===== src/rtl/hack_pkg.sv =====
// Shared constants for the Hack ALU pipeline: default width, ctrl bit
// positions and the named comp codes used by decode and test code.
package hack_pkg;

  localparam int WIDTH = 16;

  localparam int CTRL_ZX = 5;
  localparam int CTRL_NX = 4;
  localparam int CTRL_ZY = 3;
  localparam int CTRL_NY = 2;
  localparam int CTRL_F  = 1;
  localparam int CTRL_NO = 0;

  typedef logic [5:0] comp_t;

  localparam comp_t ZERO    = 6'b101010;
  localparam comp_t ONE     = 6'b111111;
  localparam comp_t NEG1    = 6'b111010;
  localparam comp_t X       = 6'b001100;
  localparam comp_t Y       = 6'b110000;
  localparam comp_t NOTX    = 6'b001101;
  localparam comp_t XPLUSY  = 6'b000010;
  localparam comp_t XMINUSY = 6'b010011;
  localparam comp_t XANDY   = 6'b000000;
  localparam comp_t XORY    = 6'b010101;

endpackage


===== src/rtl/hack_alu_preset.sv =====
// Operand conditioning for one ALU input: optional zeroing followed by
// optional bitwise negation through the inverter datapath.
module hack_alu_preset #(
  parameter int WIDTH = hack_pkg::WIDTH
) (
  input  logic [WIDTH-1:0] i_data,
  input  logic             i_zero,
  input  logic             i_neg,
  output logic [WIDTH-1:0] o_data
);

  logic [WIDTH-1:0] w_zeroed;
  logic [WIDTH-1:0] w_inverted;

  assign w_zeroed   = i_zero ? '0 : i_data;
  assign w_inverted = ~w_zeroed;
  assign o_data     = i_neg ? w_inverted : w_zeroed;

endmodule


===== src/rtl/hack_alu_pipe.sv =====
// Two-stage Hack ALU with valid/ready flow control: stage 1 registers the
// conditioned operands, stage 2 registers the result and its flags.
module hack_alu_pipe
  import hack_pkg::*;
#(
  parameter int WIDTH = hack_pkg::WIDTH
) (
  input  logic             clk,
  input  logic             reset_n,
  input  logic             in_valid,
  output logic             in_ready,
  input  logic [WIDTH-1:0] x,
  input  logic [WIDTH-1:0] y,
  input  logic [5:0]       ctrl,
  output logic             out_valid,
  input  logic             out_ready,
  output logic [WIDTH-1:0] out,
  output logic             zr,
  output logic             ng
);

  logic [WIDTH-1:0] w_x_pre;
  logic [WIDTH-1:0] w_y_pre;
  logic [WIDTH-1:0] w_sum;
  logic [WIDTH-1:0] w_res;
  logic [WIDTH-1:0] w_out;
  logic             w_s1_load;
  logic             w_s2_load;

  logic             r_v1;
  logic [WIDTH-1:0] r_x1;
  logic [WIDTH-1:0] r_y1;
  logic             r_f1;
  logic             r_no1;

  logic             r_v2;
  logic [WIDTH-1:0] r_out2;
  logic             r_zr2;
  logic             r_ng2;

  hack_alu_preset #(.WIDTH(WIDTH)) u_preset_x (
    .i_data (x),
    .i_zero (ctrl[CTRL_ZX]),
    .i_neg  (ctrl[CTRL_NX]),
    .o_data (w_x_pre)
  );

  hack_alu_preset #(.WIDTH(WIDTH)) u_preset_y (
    .i_data (y),
    .i_zero (ctrl[CTRL_ZY]),
    .i_neg  (ctrl[CTRL_NY]),
    .o_data (w_y_pre)
  );

  // Ready depends only on valid bits and out_ready, so no in_valid->in_ready path.
  assign w_s2_load = !r_v2 || out_ready;
  assign w_s1_load = !r_v1 || w_s2_load;
  assign in_ready  = w_s1_load;

  // Carry out of the adder is intentionally dropped.
  assign w_sum = r_x1 + r_y1;
  assign w_res = r_f1 ? w_sum : (r_x1 & r_y1);
  assign w_out = r_no1 ? ~w_res : w_res;

  // NOTE: state registers use non-blocking assignments so both stages sample
  // the pre-edge values of each other and shift together on one edge.
  always_ff @(posedge clk) begin
    if (!reset_n) begin
      r_v1  <= 1'b0;
      r_x1  <= '0;
      r_y1  <= '0;
      r_f1  <= 1'b0;
      r_no1 <= 1'b0;
    end else if (w_s1_load) begin
      r_v1 <= in_valid;
      if (in_valid) begin
        r_x1  <= w_x_pre;
        r_y1  <= w_y_pre;
        r_f1  <= ctrl[CTRL_F];
        r_no1 <= ctrl[CTRL_NO];
      end
    end
  end

  always_ff @(posedge clk) begin
    if (!reset_n) begin
      r_v2   <= 1'b0;
      r_out2 <= '0;
      r_zr2  <= 1'b0;
      r_ng2  <= 1'b0;
    end else if (w_s2_load) begin
      r_v2 <= r_v1;
      if (r_v1) begin
        r_out2 <= w_out;
        r_zr2  <= (w_out == '0);
        r_ng2  <= w_out[WIDTH-1];
      end
    end
  end

  assign out_valid = r_v2;
  assign out       = r_out2;
  assign zr        = r_zr2;
  assign ng        = r_ng2;

endmodule

===== config.mk =====
export PLATFORM = sky130hd
export DESIGN_NAME = hack_alu_pipe
export DESIGN_NICKNAME = d
export VERILOG_FILES = /design/src/rtl/hack_pkg.sv /design/src/rtl/hack_alu_preset.sv /design/src/rtl/hack_alu_pipe.sv
export SDC_FILE = /design/constraint.sdc
export NUM_CORES = 1
export LEC_CHECK = 0
export BUFFER_PORTS_ARGS = -buffer_cell sky130_fd_sc_hd__buf_2
export CAP_MARGIN = 15
export CORE_UTILIZATION = 50
export CTS_CLUSTER_SIZE = 24
export DETAILED_ROUTE_END_ITERATION = 12
export GPL_TIMING_DRIVEN = 0
export PLACE_DENSITY = 0.69
export SLEW_MARGIN = 20
export SYNTH_ARGS = -nofsm -noshare
export SYNTH_HDL_FRONTEND = slang
export SYNTH_SLANG_ARGS = --single-unit

===== constraint.sdc =====
create_clock -name clk -period 5.2 [get_ports clk]
set_clock_uncertainty 0.1 [all_clocks]
set_input_delay 0.52 -clock clk [delete_from_list [all_inputs] [get_ports clk]]
set_output_delay 0.52 -clock clk [all_outputs]
set_load 0.02 [all_outputs]

==> out/results.ini <==
[sta]
fin_tns_setup_ns=0
setup_viol=0
max_slew_margin_pct=55.5
rsz0062_at_grt=no
finalCriticalPeriod_ns=2.87
min_period_over_period_pct=55.2
fmax_mhz=349
hold_viol_final=0
worst_slack_ns=2.33
report.final.slew_viol_count=0
worstMarginPinSlew_ns=0.667

[hold_path]
hold_start=in_valid
min_path_type=in2reg

[run_status]
status=complete, no violations

[placed_design]
gp_congestion=0.936
placed_cells=600
place_ws_ns=2.35
place_hpwl_mm=6.82
portBuffers=58

[pwr]
p_leak_nw=1.99
powerDensity_mw_per_mm2=243
worst_ir_drop_vdd_mv=0.110
p_total_mw=1.02

[global_routing]
grt_pass1_wl_mm=13.9
grt_pass1_vias=2975
grt_max_degree=16
overflow=0
grt_usage_pct=23.2
antenna_found_initial=0

[logic_synthesis]
yosysWarnings=0
yosysTopAreaCellShare_pct=28.7
synth_edf_count=0
synth.area.top_cells=dfxtp_1, xnor2_1, o211a_1
synth-seq-cells=53
synth_nets=505
synthFlopType=dfxtp_1
synth_area_mm2=0.00369
synth_cell_types=56
syn_avg_cell_area_um2=8.28
postSynthCellCount=446
yosysTopAreaCell=dfxtp_1
postSynth.asyncResetShare_pct=0
ys_seq_area_share_pct=28.7

[die]
start_util_pct=53.2
io-pin-count=62
die_x_um=87.9
fp-row-count=30
dieArea_mm2=0.00773
die_h_um=87.9
coreArea_mm2=0.00694

[cts]
cts_tree=built
cts.sinks=53
h-tree-depth=2
clk_latency_ns=0.31
cts_resized=0
root_buffer=clkbuf_8
path_clk_slew_ns=0.09
cts_buffer_depth=2
cts_buffers=5
cts_setup_buffers=0
postCtsHoldBufs=0

[final_layout]
final_common_cell=nand2_1
layout_common_cells=nand2_1, buf_2, dfxtp_1
area_growth_pct=13.9
layout-drive-gt1-share_pct=16.6
n_antenna_cell=0
fill_cells=668
layoutNonFillerInstCount=607
num-nets-final=570

[worst_setup_path]
r2r_start=r_y1[0]
slowest_delay_ns=0.54
start_kind=register
crit_fanout=4
cpMaxStageDelayCell=or4_1
cp.arrival_ns=3.02
ff2ff_setup_slack_ns=2.33
cp_cell_sequence=ha_1 > fa_1 > a21oi_1 > inv_1 > a21oi_1 > xnor2_1 > mux2i_1 > or4_1 > a21oi_1 > nand4_1 > o21ai_1
worstPathRequired_ns=5.35
cp_common_cell=a21oi_1
critical-path-top-delay-family=compound AO/OA/AOI/OAI gates
startpoint=r_y1[0]
path_buf_inv=1
critPathCaptureType=register
critical_path_class=reg2reg

[routing]
avgRoutedWirePerCell_um=14.0
vias_per_cell=5.46
drt-pass1-iter-count=5
route.detailed.drc=0
final_antenna_net_count=0
drt_iter0_markers=217
wl_mm=8.47
vias=3317

[run]
maxCapViolations=0

-- cells by family after synthesis --
family	Yosys count	share of synthesized area, %
multiplexers	9	2.51
flip-flops	53	28.7
buffers and inverters	36	4.95
XOR/XNOR	51	12.1
AO/OA/AOI/OAI	107	22.3
adder cells (fa/ha/maj)	17	5.97
AND/OR/NAND/NOR	173	23.5
-- sequential cells by signal (all words and copies together) (netlist names) --
register   count
zr             1
r_x1          16
r_no1          1
r_v1           1
r_y1          16
r_f1           1
out           16
out_valid      1
-- power breakdown --
group | internal (mW) | switching [mW] | total, mW
clock | 0.140 | 0.136 | 0.277
combinational | 0.132 | 0.161 | 0.293
sequential | 0.434 | 0.0184 | 0.453
-- through the flow --
stage / area [um^2] / hold slack, ns / util [%]
CTS: 4210 / 0.350 / 60.6
global route: 4210 / 0.358 / 60.6
floorplan: 3690 / 0.376 / -
finish: 4210 / 0.348 / 60.6
global placement: 4100 / 0.349 / 59.1
detailed placement: 4100 / 0.358 / 59.1
-- per-layer routing --
metal	track usage, %	share of wire (%)	vias up
met2	40.6	47	126
met1	28.2	45	1483
met4	9.69	3.2	0
li1	-	-	1686
met5	0	0	-
met3	3.68	5.1	22
-- final cells by class --
class | count | area [um^2] | area share [%]
multi-input cells | 357 | 2450 | 58.2
well taps | 96 | 120 | 2.86
repair buffers | 58 | 290 | 6.90
plain buffers | 30 | 160 | 3.81
clock inverters | 2 | 35.0 | 0.833
clock buffers | 5 | 68.8 | 1.64
flip-flops and latches | 53 | 1060 | 25.2
inverters | 6 | 22.5 | 0.536
-- worst paths after layout --
kind              endpoint  cells past startpoint
hold / removal        r_v1                      3
setup reg to reg        zr                     11
setup / recovery        zr                     11
hold reg to reg         zr                      2
-- Yosys cell counts (3+ instances only) --
cell type / number
xnor2_1: 49
dfxtp_1: 53
inv_1: 5
o211a_1: 34
nor2b_1: 37
ha_1: 16
nand4b_1: 3
a31oi_1: 3
nand2_1: 67
a211oi_1: 3
and2_1: 16
mux2i_1: 7
nand4_1: 5
a21oi_1: 17
nor3_1: 8
a221oi_1: 3
nand2b_1: 5
buf_1: 3
nand3_1: 5
nor2_1: 20
clkbuf_1: 20
o21ai_0: 24
or4_1: 3
-- worst reg2reg max path, delay by kind of cell (launching register included) --
kind,cells,cell delay (ns)
adder cells (fa/ha/maj),2,0.66
multiplexers,1,0.14
AO/OA/AOI/OAI,4,0.70
XOR/XNOR,1,0.13
buffers and inverters,1,0.07
AND/OR/NAND/NOR,2,0.66
flip-flops,1,0.34
No activity file was read; power rests on OpenSTA's default activity.
